File: src/rtl/oled_init_seq_pkg.sv
// Shared types and constants for the SSD1306 power-up sequencer: table op codes,
// pin/delay selectors, panel command bytes and FSM state encoding.
package oled_pkg;

  typedef enum logic [1:0] {
    OP_PIN = 2'd0,
    OP_CMD = 2'd1,
    OP_DLY = 2'd2,
    OP_END = 2'd3
  } op_t;

  typedef struct packed {
    op_t        op;
    logic [7:0] arg;
  } rom_entry_t;

  typedef enum logic [2:0] {
    S_IDLE  = 3'd0,
    S_FETCH = 3'd1,
    S_SEND  = 3'd2,
    S_WAITD = 3'd3,
    S_GAP   = 3'd4,
    S_DONE  = 3'd5
  } state_t;

  localparam int STEP_W = 5;

  // PIN arg: [1:0] selects the pin, [7] is the level to drive
  localparam logic [1:0] PIN_VDDC  = 2'd0;
  localparam logic [1:0] PIN_VBATC = 2'd1;
  localparam logic [1:0] PIN_RES   = 2'd2;

  localparam logic [7:0] DLY_VDD  = 8'd0;
  localparam logic [7:0] DLY_RES  = 8'd1;
  localparam logic [7:0] DLY_VBAT = 8'd2;

  localparam logic [7:0] DISP_OFF      = 8'hAE;
  localparam logic [7:0] CHG_PUMP      = 8'h8D;
  localparam logic [7:0] CHG_PUMP_ON   = 8'h14;
  localparam logic [7:0] PRECHARGE     = 8'hD9;
  localparam logic [7:0] PRECHARGE_VAL = 8'hF1;
  localparam logic [7:0] SET_CONTRAST  = 8'h81;
  localparam logic [7:0] SEG_REMAP     = 8'hA0;
  localparam logic [7:0] COM_SCAN      = 8'hC0;
  localparam logic [7:0] COM_PINS      = 8'hDA;
  localparam logic [7:0] COM_PINS_VAL  = 8'h00;
  localparam logic [7:0] DISP_ON       = 8'hAF;

  function automatic logic [7:0] pin_arg(input logic [1:0] sel, input logic level);
    return {level, 5'b0, sel};
  endfunction

endpackage

File: src/rtl/oled_init_seq_if.sv
// Bundle between the init sequencer, the ms Delay block, the SPI byte controller and the panel pins.
interface oled_init_seq_if;
  logic        EN;
  logic        FIN;
  logic [11:0] DELAY_MS;
  logic        DELAY_EN;
  logic        DELAY_FIN;
  logic [7:0]  SPI_DATA;
  logic        SPI_EN;
  logic        SPI_FIN;
  logic        DC;
  logic        RES;
  logic        VBATC;
  logic        VDDC;

  modport master (
    input  EN, DELAY_FIN, SPI_FIN,
    output FIN, DELAY_MS, DELAY_EN, SPI_DATA, SPI_EN, DC, RES, VBATC, VDDC
  );

  modport slave (
    output EN, DELAY_FIN, SPI_FIN,
    input  FIN, DELAY_MS, DELAY_EN, SPI_DATA, SPI_EN, DC, RES, VBATC, VDDC
  );
endinterface

File: src/rtl/oled_init_seq_rom.sv
// Fixed SSD1306 power-up table: step index -> {op, arg}. Steps past END read as END.
module oled_init_rom
  import oled_pkg::*;
#(
  parameter logic [7:0] CONTRAST = 8'h0F
) (
  input  logic [STEP_W-1:0] step,
  output rom_entry_t        entry
);

  always_comb begin
    entry = '{op: OP_END, arg: 8'h00};
    case (step)
      5'd0:  entry = '{op: OP_PIN, arg: pin_arg(PIN_VDDC, 1'b0)};
      5'd1:  entry = '{op: OP_DLY, arg: DLY_VDD};
      5'd2:  entry = '{op: OP_CMD, arg: DISP_OFF};
      5'd3:  entry = '{op: OP_PIN, arg: pin_arg(PIN_RES, 1'b0)};
      5'd4:  entry = '{op: OP_DLY, arg: DLY_RES};
      5'd5:  entry = '{op: OP_PIN, arg: pin_arg(PIN_RES, 1'b1)};
      5'd6:  entry = '{op: OP_DLY, arg: DLY_RES};
      5'd7:  entry = '{op: OP_CMD, arg: CHG_PUMP};
      5'd8:  entry = '{op: OP_CMD, arg: CHG_PUMP_ON};
      5'd9:  entry = '{op: OP_CMD, arg: PRECHARGE};
      5'd10: entry = '{op: OP_CMD, arg: PRECHARGE_VAL};
      5'd11: entry = '{op: OP_PIN, arg: pin_arg(PIN_VBATC, 1'b0)};
      5'd12: entry = '{op: OP_DLY, arg: DLY_VBAT};
      5'd13: entry = '{op: OP_CMD, arg: SET_CONTRAST};
      5'd14: entry = '{op: OP_CMD, arg: CONTRAST};
      5'd15: entry = '{op: OP_CMD, arg: SEG_REMAP};
      5'd16: entry = '{op: OP_CMD, arg: COM_SCAN};
      5'd17: entry = '{op: OP_CMD, arg: COM_PINS};
      5'd18: entry = '{op: OP_CMD, arg: COM_PINS_VAL};
      5'd19: entry = '{op: OP_CMD, arg: DISP_ON};
      default: entry = '{op: OP_END, arg: 8'h00};
    endcase
  end

endmodule

File: src/rtl/oled_init_seq.sv
// SSD1306 power-up sequencer: walks the init table, driving panel pins directly and
// issuing held-until-FIN requests to the ms Delay block and the SPI byte controller.
module oled_init_seq
  import oled_pkg::*;
#(
  parameter logic [11:0] VDD_DELAY_MS  = 12'd1,
  parameter logic [11:0] RES_DELAY_MS  = 12'd1,
  parameter logic [11:0] VBAT_DELAY_MS = 12'd100,
  parameter logic [7:0]  CONTRAST      = 8'h0F
) (
  input  logic             CLK,
  input  logic             RST,
  oled_init_seq_if.master  bus
);

  state_t            state_q, state_d;
  logic [STEP_W-1:0] step_q, step_d;
  logic              fin_q, fin_d;
  logic [11:0]       dly_ms_q, dly_ms_d;
  logic              dly_en_q, dly_en_d;
  logic [7:0]        spi_data_q, spi_data_d;
  logic              spi_en_q, spi_en_d;
  logic              res_q, res_d;
  logic              vbatc_q, vbatc_d;
  logic              vddc_q, vddc_d;
  rom_entry_t        entry;

  oled_init_rom #(.CONTRAST(CONTRAST)) u_rom (
    .step  (step_q),
    .entry (entry)
  );

  function automatic logic [11:0] dly_sel(input logic [7:0] sel);
    case (sel)
      DLY_RES:  return RES_DELAY_MS;
      DLY_VBAT: return VBAT_DELAY_MS;
      default:  return VDD_DELAY_MS;
    endcase
  endfunction

  always_ff @(posedge CLK) begin
    if (RST) begin
      state_q    <= S_IDLE;
      step_q     <= '0;
      fin_q      <= 1'b0;
      dly_ms_q   <= '0;
      dly_en_q   <= 1'b0;
      spi_data_q <= '0;
      spi_en_q   <= 1'b0;
      res_q      <= 1'b1;
      vbatc_q    <= 1'b1;
      vddc_q     <= 1'b1;
    end else begin
      state_q    <= state_d;
      step_q     <= step_d;
      fin_q      <= fin_d;
      dly_ms_q   <= dly_ms_d;
      dly_en_q   <= dly_en_d;
      spi_data_q <= spi_data_d;
      spi_en_q   <= spi_en_d;
      res_q      <= res_d;
      vbatc_q    <= vbatc_d;
      vddc_q     <= vddc_d;
    end
  end

  always_comb begin
    state_d    = state_q;
    step_d     = step_q;
    fin_d      = fin_q;
    dly_ms_d   = dly_ms_q;
    dly_en_d   = dly_en_q;
    spi_data_d = spi_data_q;
    spi_en_d   = spi_en_q;
    res_d      = res_q;
    vbatc_d    = vbatc_q;
    vddc_d     = vddc_q;
    case (state_q)
      S_IDLE: if (bus.EN) state_d = S_FETCH;
      S_FETCH: begin
        case (entry.op)
          OP_PIN: begin
            case (entry.arg[1:0])
              PIN_VDDC:  vddc_d  = entry.arg[7];
              PIN_VBATC: vbatc_d = entry.arg[7];
              PIN_RES:   res_d   = entry.arg[7];
              default: ;
            endcase
            step_d = step_q + 5'd1;
          end
          OP_CMD: begin
            spi_data_d = entry.arg;
            spi_en_d   = 1'b1;
            state_d    = S_SEND;
          end
          OP_DLY: begin
            dly_ms_d = dly_sel(entry.arg);
            dly_en_d = 1'b1;
            state_d  = S_WAITD;
          end
          default: begin
            fin_d   = 1'b1;
            state_d = S_DONE;
          end
        endcase
      end
      // slave FIN is only trusted while our request is up, which is exactly these states
      S_SEND: if (bus.SPI_FIN) begin
        spi_en_d = 1'b0;
        step_d   = step_q + 5'd1;
        state_d  = S_GAP;
      end
      S_WAITD: if (bus.DELAY_FIN) begin
        dly_en_d = 1'b0;
        step_d   = step_q + 5'd1;
        state_d  = S_GAP;
      end
      S_GAP:  state_d = S_FETCH;
      S_DONE: state_d = S_DONE;
      default: state_d = S_IDLE;
    endcase
  end

  assign bus.FIN      = fin_q;
  assign bus.DELAY_MS = dly_ms_q;
  assign bus.DELAY_EN = dly_en_q;
  assign bus.SPI_DATA = spi_data_q;
  assign bus.SPI_EN   = spi_en_q;
  assign bus.DC       = 1'b0;
  assign bus.RES      = res_q;
  assign bus.VBATC    = vbatc_q;
  assign bus.VDDC     = vddc_q;

endmodule
File: src/flat_wrapper.sv
// flat-port wrapper written by rule: the top's interface ports become plain ports
module oled_init_seq_flat import oled_pkg::*;
#(
  parameter logic [11:0] VDD_DELAY_MS  = 12'd1,
  parameter logic [11:0] RES_DELAY_MS  = 12'd1,
  parameter logic [11:0] VBAT_DELAY_MS = 12'd100,
  parameter logic [7:0]  CONTRAST      = 8'h0F
)
  (CLK, RST, bus_EN, bus_DELAY_FIN, bus_SPI_FIN, bus_FIN, bus_DELAY_MS, bus_DELAY_EN, bus_SPI_DATA, bus_SPI_EN, bus_DC, bus_RES, bus_VBATC, bus_VDDC);
  oled_init_seq_if bus_i ();
  input  logic CLK;
  input  logic RST;
  input wire logic [$bits(bus_i.EN)-1:0] bus_EN;
  input wire logic [$bits(bus_i.DELAY_FIN)-1:0] bus_DELAY_FIN;
  input wire logic [$bits(bus_i.SPI_FIN)-1:0] bus_SPI_FIN;
  output wire logic [$bits(bus_i.FIN)-1:0] bus_FIN;
  output wire logic [$bits(bus_i.DELAY_MS)-1:0] bus_DELAY_MS;
  output wire logic [$bits(bus_i.DELAY_EN)-1:0] bus_DELAY_EN;
  output wire logic [$bits(bus_i.SPI_DATA)-1:0] bus_SPI_DATA;
  output wire logic [$bits(bus_i.SPI_EN)-1:0] bus_SPI_EN;
  output wire logic [$bits(bus_i.DC)-1:0] bus_DC;
  output wire logic [$bits(bus_i.RES)-1:0] bus_RES;
  output wire logic [$bits(bus_i.VBATC)-1:0] bus_VBATC;
  output wire logic [$bits(bus_i.VDDC)-1:0] bus_VDDC;
  assign bus_i.EN = bus_EN;
  assign bus_i.DELAY_FIN = bus_DELAY_FIN;
  assign bus_i.SPI_FIN = bus_SPI_FIN;
  assign bus_FIN = bus_i.FIN;
  assign bus_DELAY_MS = bus_i.DELAY_MS;
  assign bus_DELAY_EN = bus_i.DELAY_EN;
  assign bus_SPI_DATA = bus_i.SPI_DATA;
  assign bus_SPI_EN = bus_i.SPI_EN;
  assign bus_DC = bus_i.DC;
  assign bus_RES = bus_i.RES;
  assign bus_VBATC = bus_i.VBATC;
  assign bus_VDDC = bus_i.VDDC;
  oled_init_seq #(.VDD_DELAY_MS(VDD_DELAY_MS), .RES_DELAY_MS(RES_DELAY_MS), .VBAT_DELAY_MS(VBAT_DELAY_MS), .CONTRAST(CONTRAST)) u_core (.CLK(CLK), .RST(RST), .bus(bus_i));
endmodule
File: config.mk
export PLATFORM = sky130hd
export DESIGN_NAME = oled_init_seq_flat
export DESIGN_NICKNAME = d
export VERILOG_FILES = /design/src/rtl/oled_init_seq_pkg.sv /design/src/rtl/oled_init_seq_if.sv /design/src/rtl/oled_init_seq_rom.sv /design/src/rtl/oled_init_seq.sv /design/src/flat_wrapper.sv
export SDC_FILE = /design/constraint.sdc
export NUM_CORES = 1
export LEC_CHECK = 0
export CAP_MARGIN = 30
export CELL_PAD_IN_SITES_DETAIL_PLACEMENT = 0
export CELL_PAD_IN_SITES_GLOBAL_PLACEMENT = 1
export CORE_AREA = 2 2 71 73
export DETAILED_ROUTE_END_ITERATION = 12
export DIE_AREA = 0 0 73 75
export PLACE_DENSITY_LB_ADDON = 0.05
export SYNTH_ARGS = -nofsm -noshare
export SYNTH_HDL_FRONTEND = slang
export SYNTH_SLANG_ARGS = --single-unit
File: constraint.sdc
create_clock -name CLK -period 5.4 [get_ports CLK]
set_clock_uncertainty 0.2 [all_clocks]
set_input_delay 0.81 -clock CLK [delete_from_list [all_inputs] [get_ports CLK]]
set_output_delay 0.81 -clock CLK [all_outputs]
set_load 0.02 [all_outputs]
==> run metrics <==
outcome=complete, no violations; final hold violations=0; first-pass GRT wire length=6420 um; Mapped Cells=227; Slew @ Worst Pin=711 ps; clk root buf=clkbuf_8; dpl cell area=0.00213 mm2; Core Area=0.00466 mm2; share of synthesized registers carrying an async set or reset=0; r2r endpoint=u_core.u_rom.entry[3]; router iterations before antenna repair=4; crit path to=u_core.u_rom.entry[3]; RePlAce Congestion=0.839; Clock Pin Slew Worst Setup and Hold Paths=70 ps; Leak=0.842 nW; CP Launch Point=bus_SPI_FIN; CTS tree=built; Worst setup EP type=flop; TritonCTS Buffers=5; nets=259; Post-CTS Setup Repair Bufs=0; H-tree levels=2; CTS resizes=0; Initial Utilization=0.416; Rel. slew slack=0.523; Synth Flop Type=dfxtp_1; # diodes=0; post-route minimum period=3530 ps; layout cells sized above 1=0.0905; Chip Width=73 um; Via Count=1540; Worst Setup Path Type=in -> reg; sequential power share=0.361; synthesized area=0.00194 mm2; count of different cell masters after synthesis=47; crit-path max cell delay=470 ps; fin worst setup slack=1870 ps; synthesized flop and latch total=34; Net Sw Power=0.368 mW; arrival time at the worst endpoint=3490 ps; setup TNS=0 ps; Overflow after GRT=0; # rows=25; port buffer count=22; drt drc=0; Worst path slowest cell=a21oi_1; Hold Path Class=reg -> reg; number of max-cap violations=0; post-detail-place hpwl=2980 um; Via-to-Cell Ratio=5.19; Die Ht=75 um; area grow syn2layout=16.7%; post-place setup slack=1580 ps; critical path required time=5350 ps; vias in the first global route=1386; post-synthesis sequential area ratio=0.351; RSZ-0062 raised after global routing=no; Most common cell on crit path=a21oi_1; Max Root-Sink Buffers=2; logic gate share of total power=0.358; PD cells=438 mW/mm2; Total Routing Usage GR=0.150; clock share of power=0.281; peak supply drop=0.000207 V; wire per inst=13.3 um; final setup fails=0; initial drt markers=52; Reg2Reg Setup Slack=2200 ps; reg2reg start=u_core.u_rom.entry[8]; achievable frequency=283 MHz; YS warnings=0; max-slew violations=0; number of synthesized flops with an enable pin=0; initial antenna violation count=0; hold_buf cts=0; Tcrit/Tclk final=0.655; aggregate routed wire length=3940 um; # IOs=32; worst reg-to-reg path cell count=10; Mean Syn Cell Area=8.55 um2; Net Sw Frac=0.371; worst-path fanout max=6; Finished Cell Area=0.00226 mm2; crit-path cells=clkdlybuf4s50_1, a21oi_1, a211o_1, xor2_1, nor2_1, ha_1, or3_1, a21oi_1, o32ai_1; total internal power=0.624 mW; Die Area=0.00548 mm2; largest net degree at the start of global routing=33; clk sinks=34; crit start category=input pin; Final ANT Viol Nets=0; Clock Latency Late Sink=280 ps
-- cell usage after synthesis, types with 2 or more instances --
cell type | instances | area (um2)
buf_1 | 3 | 11.3
dfxtp_1 | 34 | 681
mux2i_1 | 8 | 80.1
xnor2_1 | 3 | 26.3
a2111oi_2 | 2 | 30.0
and2_1 | 2 | 12.5
inv_1 | 8 | 30.0
o21ai_0 | 3 | 15.0
nand4_1 | 2 | 12.5
nor2_1 | 17 | 63.8
nand3b_1 | 5 | 37.5
nand2_1 | 30 | 113
buf_4 | 13 | 97.6
a211oi_1 | 2 | 15.0
nand3_1 | 7 | 35.0
o22ai_1 | 2 | 12.5
mux2_2 | 2 | 22.5
nor2_2 | 2 | 12.5
or3_1 | 2 | 12.5
ha_1 | 12 | 150
nor2b_1 | 4 | 25.0
xor2_1 | 4 | 35.0
clkbuf_1 | 7 | 26.3
nor3_1 | 4 | 20.0
a21oi_1 | 24 | 120
nand2b_1 | 4 | 25.0
-- worst max-delay path: cells and delay by family --
kind	cells	cell delay (ps)
compound gates	4	970
xor+xnor	1	410
simple gates	2	550
buf+inv	1	450
fa+ha+maj	1	300
-- state kept, by name, indices dropped and copies added, names as in the netlist, 2 cells and up --
name,flops
u_core.u_rom.entry,10
u_core.bus.SPI_DATA,8
u_core.step_q,5
u_core.state_q,3
u_core.bus.DELAY_MS,2
-- power groups by stage --
stage,sequential (mW),clock (mW),combinational (mW)
after floorplan,0.335,0,0.302
after global placement,0.358,0,0.355
after detailed placement,0.362,0,0.354
after CTS,0.356,0.288,0.356
after global routing,0.364,0.297,0.400
final,0.358,0.279,0.355
-- per-layer routing --
layer / up-vias / global-route usage / wire length (um) / share of wire
li1: 797 / - / - / -
met1: 718 / 0.194 / 1940 / 0.49
met2: 23 / 0.248 / 1890 / 0.48
met3: 2 / 0.0361 / 86 / 0.022
met4: 0 / 0.0473 / 29 / 0.0074
met5: - / 0 / 0 / 0
-- cell type report --
class,instances,area (um2)
Timing Repair Buffer,24,235
Sequential cell,34,681
Multi-Input combinational cell,169,1110
Inverter,8,30.0
Tap cell,54,67.6
Clock buffer,5,68.8
Fill cell,450,2400
Clock inverter,3,68.8
-- stage by stage --
stage,power [mW],util,cells,hold WS (ps)
finish,0.991,0.486,297,256
detailed placement,0.715,0.456,289,249
global route,1.06,0.486,297,280
CTS,0.999,0.486,297,262
floorplan,0.637,-,235,232
global placement,0.714,0.456,289,243
-- worst min-delay path by stage --
stage / start / endpoint / slack [ps] / cells after the start
floorplan: u_core.u_rom.entry[2] / u_core.bus.SPI_DATA[2] / 230 / 2
CTS: u_core.bus.SPI_DATA[3] / u_core.bus.SPI_DATA[3] / 260 / 2
global placement: u_core.bus.SPI_DATA[0] / u_core.bus.SPI_DATA[0] / 240 / 2
detailed placement: u_core.bus.SPI_DATA[7] / u_core.bus.SPI_DATA[7] / 250 / 2
global route: u_core.bus.SPI_DATA[3] / u_core.bus.SPI_DATA[3] / 280 / 2
finish: u_core.bus.SPI_DATA[3] / u_core.bus.SPI_DATA[3] / 260 / 2
-- placed cells by master (no fill, tap or decap), types with 2 or more instances in the layout --
| cell type | count |
|---|---|
| dfxtp_1 | 34 |
| nand2_1 | 30 |
| a21oi_1 | 24 |
| clkdlybuf4s50_1 | 22 |
| nor2_1 | 17 |
| ha_1 | 12 |
| conb_1 | 9 |
| inv_1 | 8 |
| mux2i_1 | 8 |
| nand3_1 | 7 |
| nand3b_1 | 5 |
| clkbuf_8 | 5 |
| xor2_1 | 4 |
| nor2b_1 | 4 |
| nor3_1 | 4 |
| nand2b_1 | 4 |
| xnor2_1 | 3 |
| o21ai_0 | 3 |
| a2111oi_2 | 2 |
| nor2_2 | 2 |
| o22ai_1 | 2 |
| mux2_2 | 2 |
| nand4_1 | 2 |
| or3_1 | 2 |
| a211oi_1 | 2 |
| and2_1 | 2 |
| bufinv_16 | 2 |
| buf_4 | 2 |
-- cells by family (layout without fill, tap and decap cells) --
logic type,count (synthesis),in the layout,share of synthesized area
AOI/OAI and AO/OA,46,46,0.173
xor gates and xnor gates,8,8,0.0400
adders and majority gates,12,12,0.0774
buffers and inverters,32,40,0.0909
DFF,34,34,0.351
muxes,11,11,0.0600
other,1,9,0.00193
and+or+nand+nor,83,83,0.206
Power figures use the tool's default switching activity.
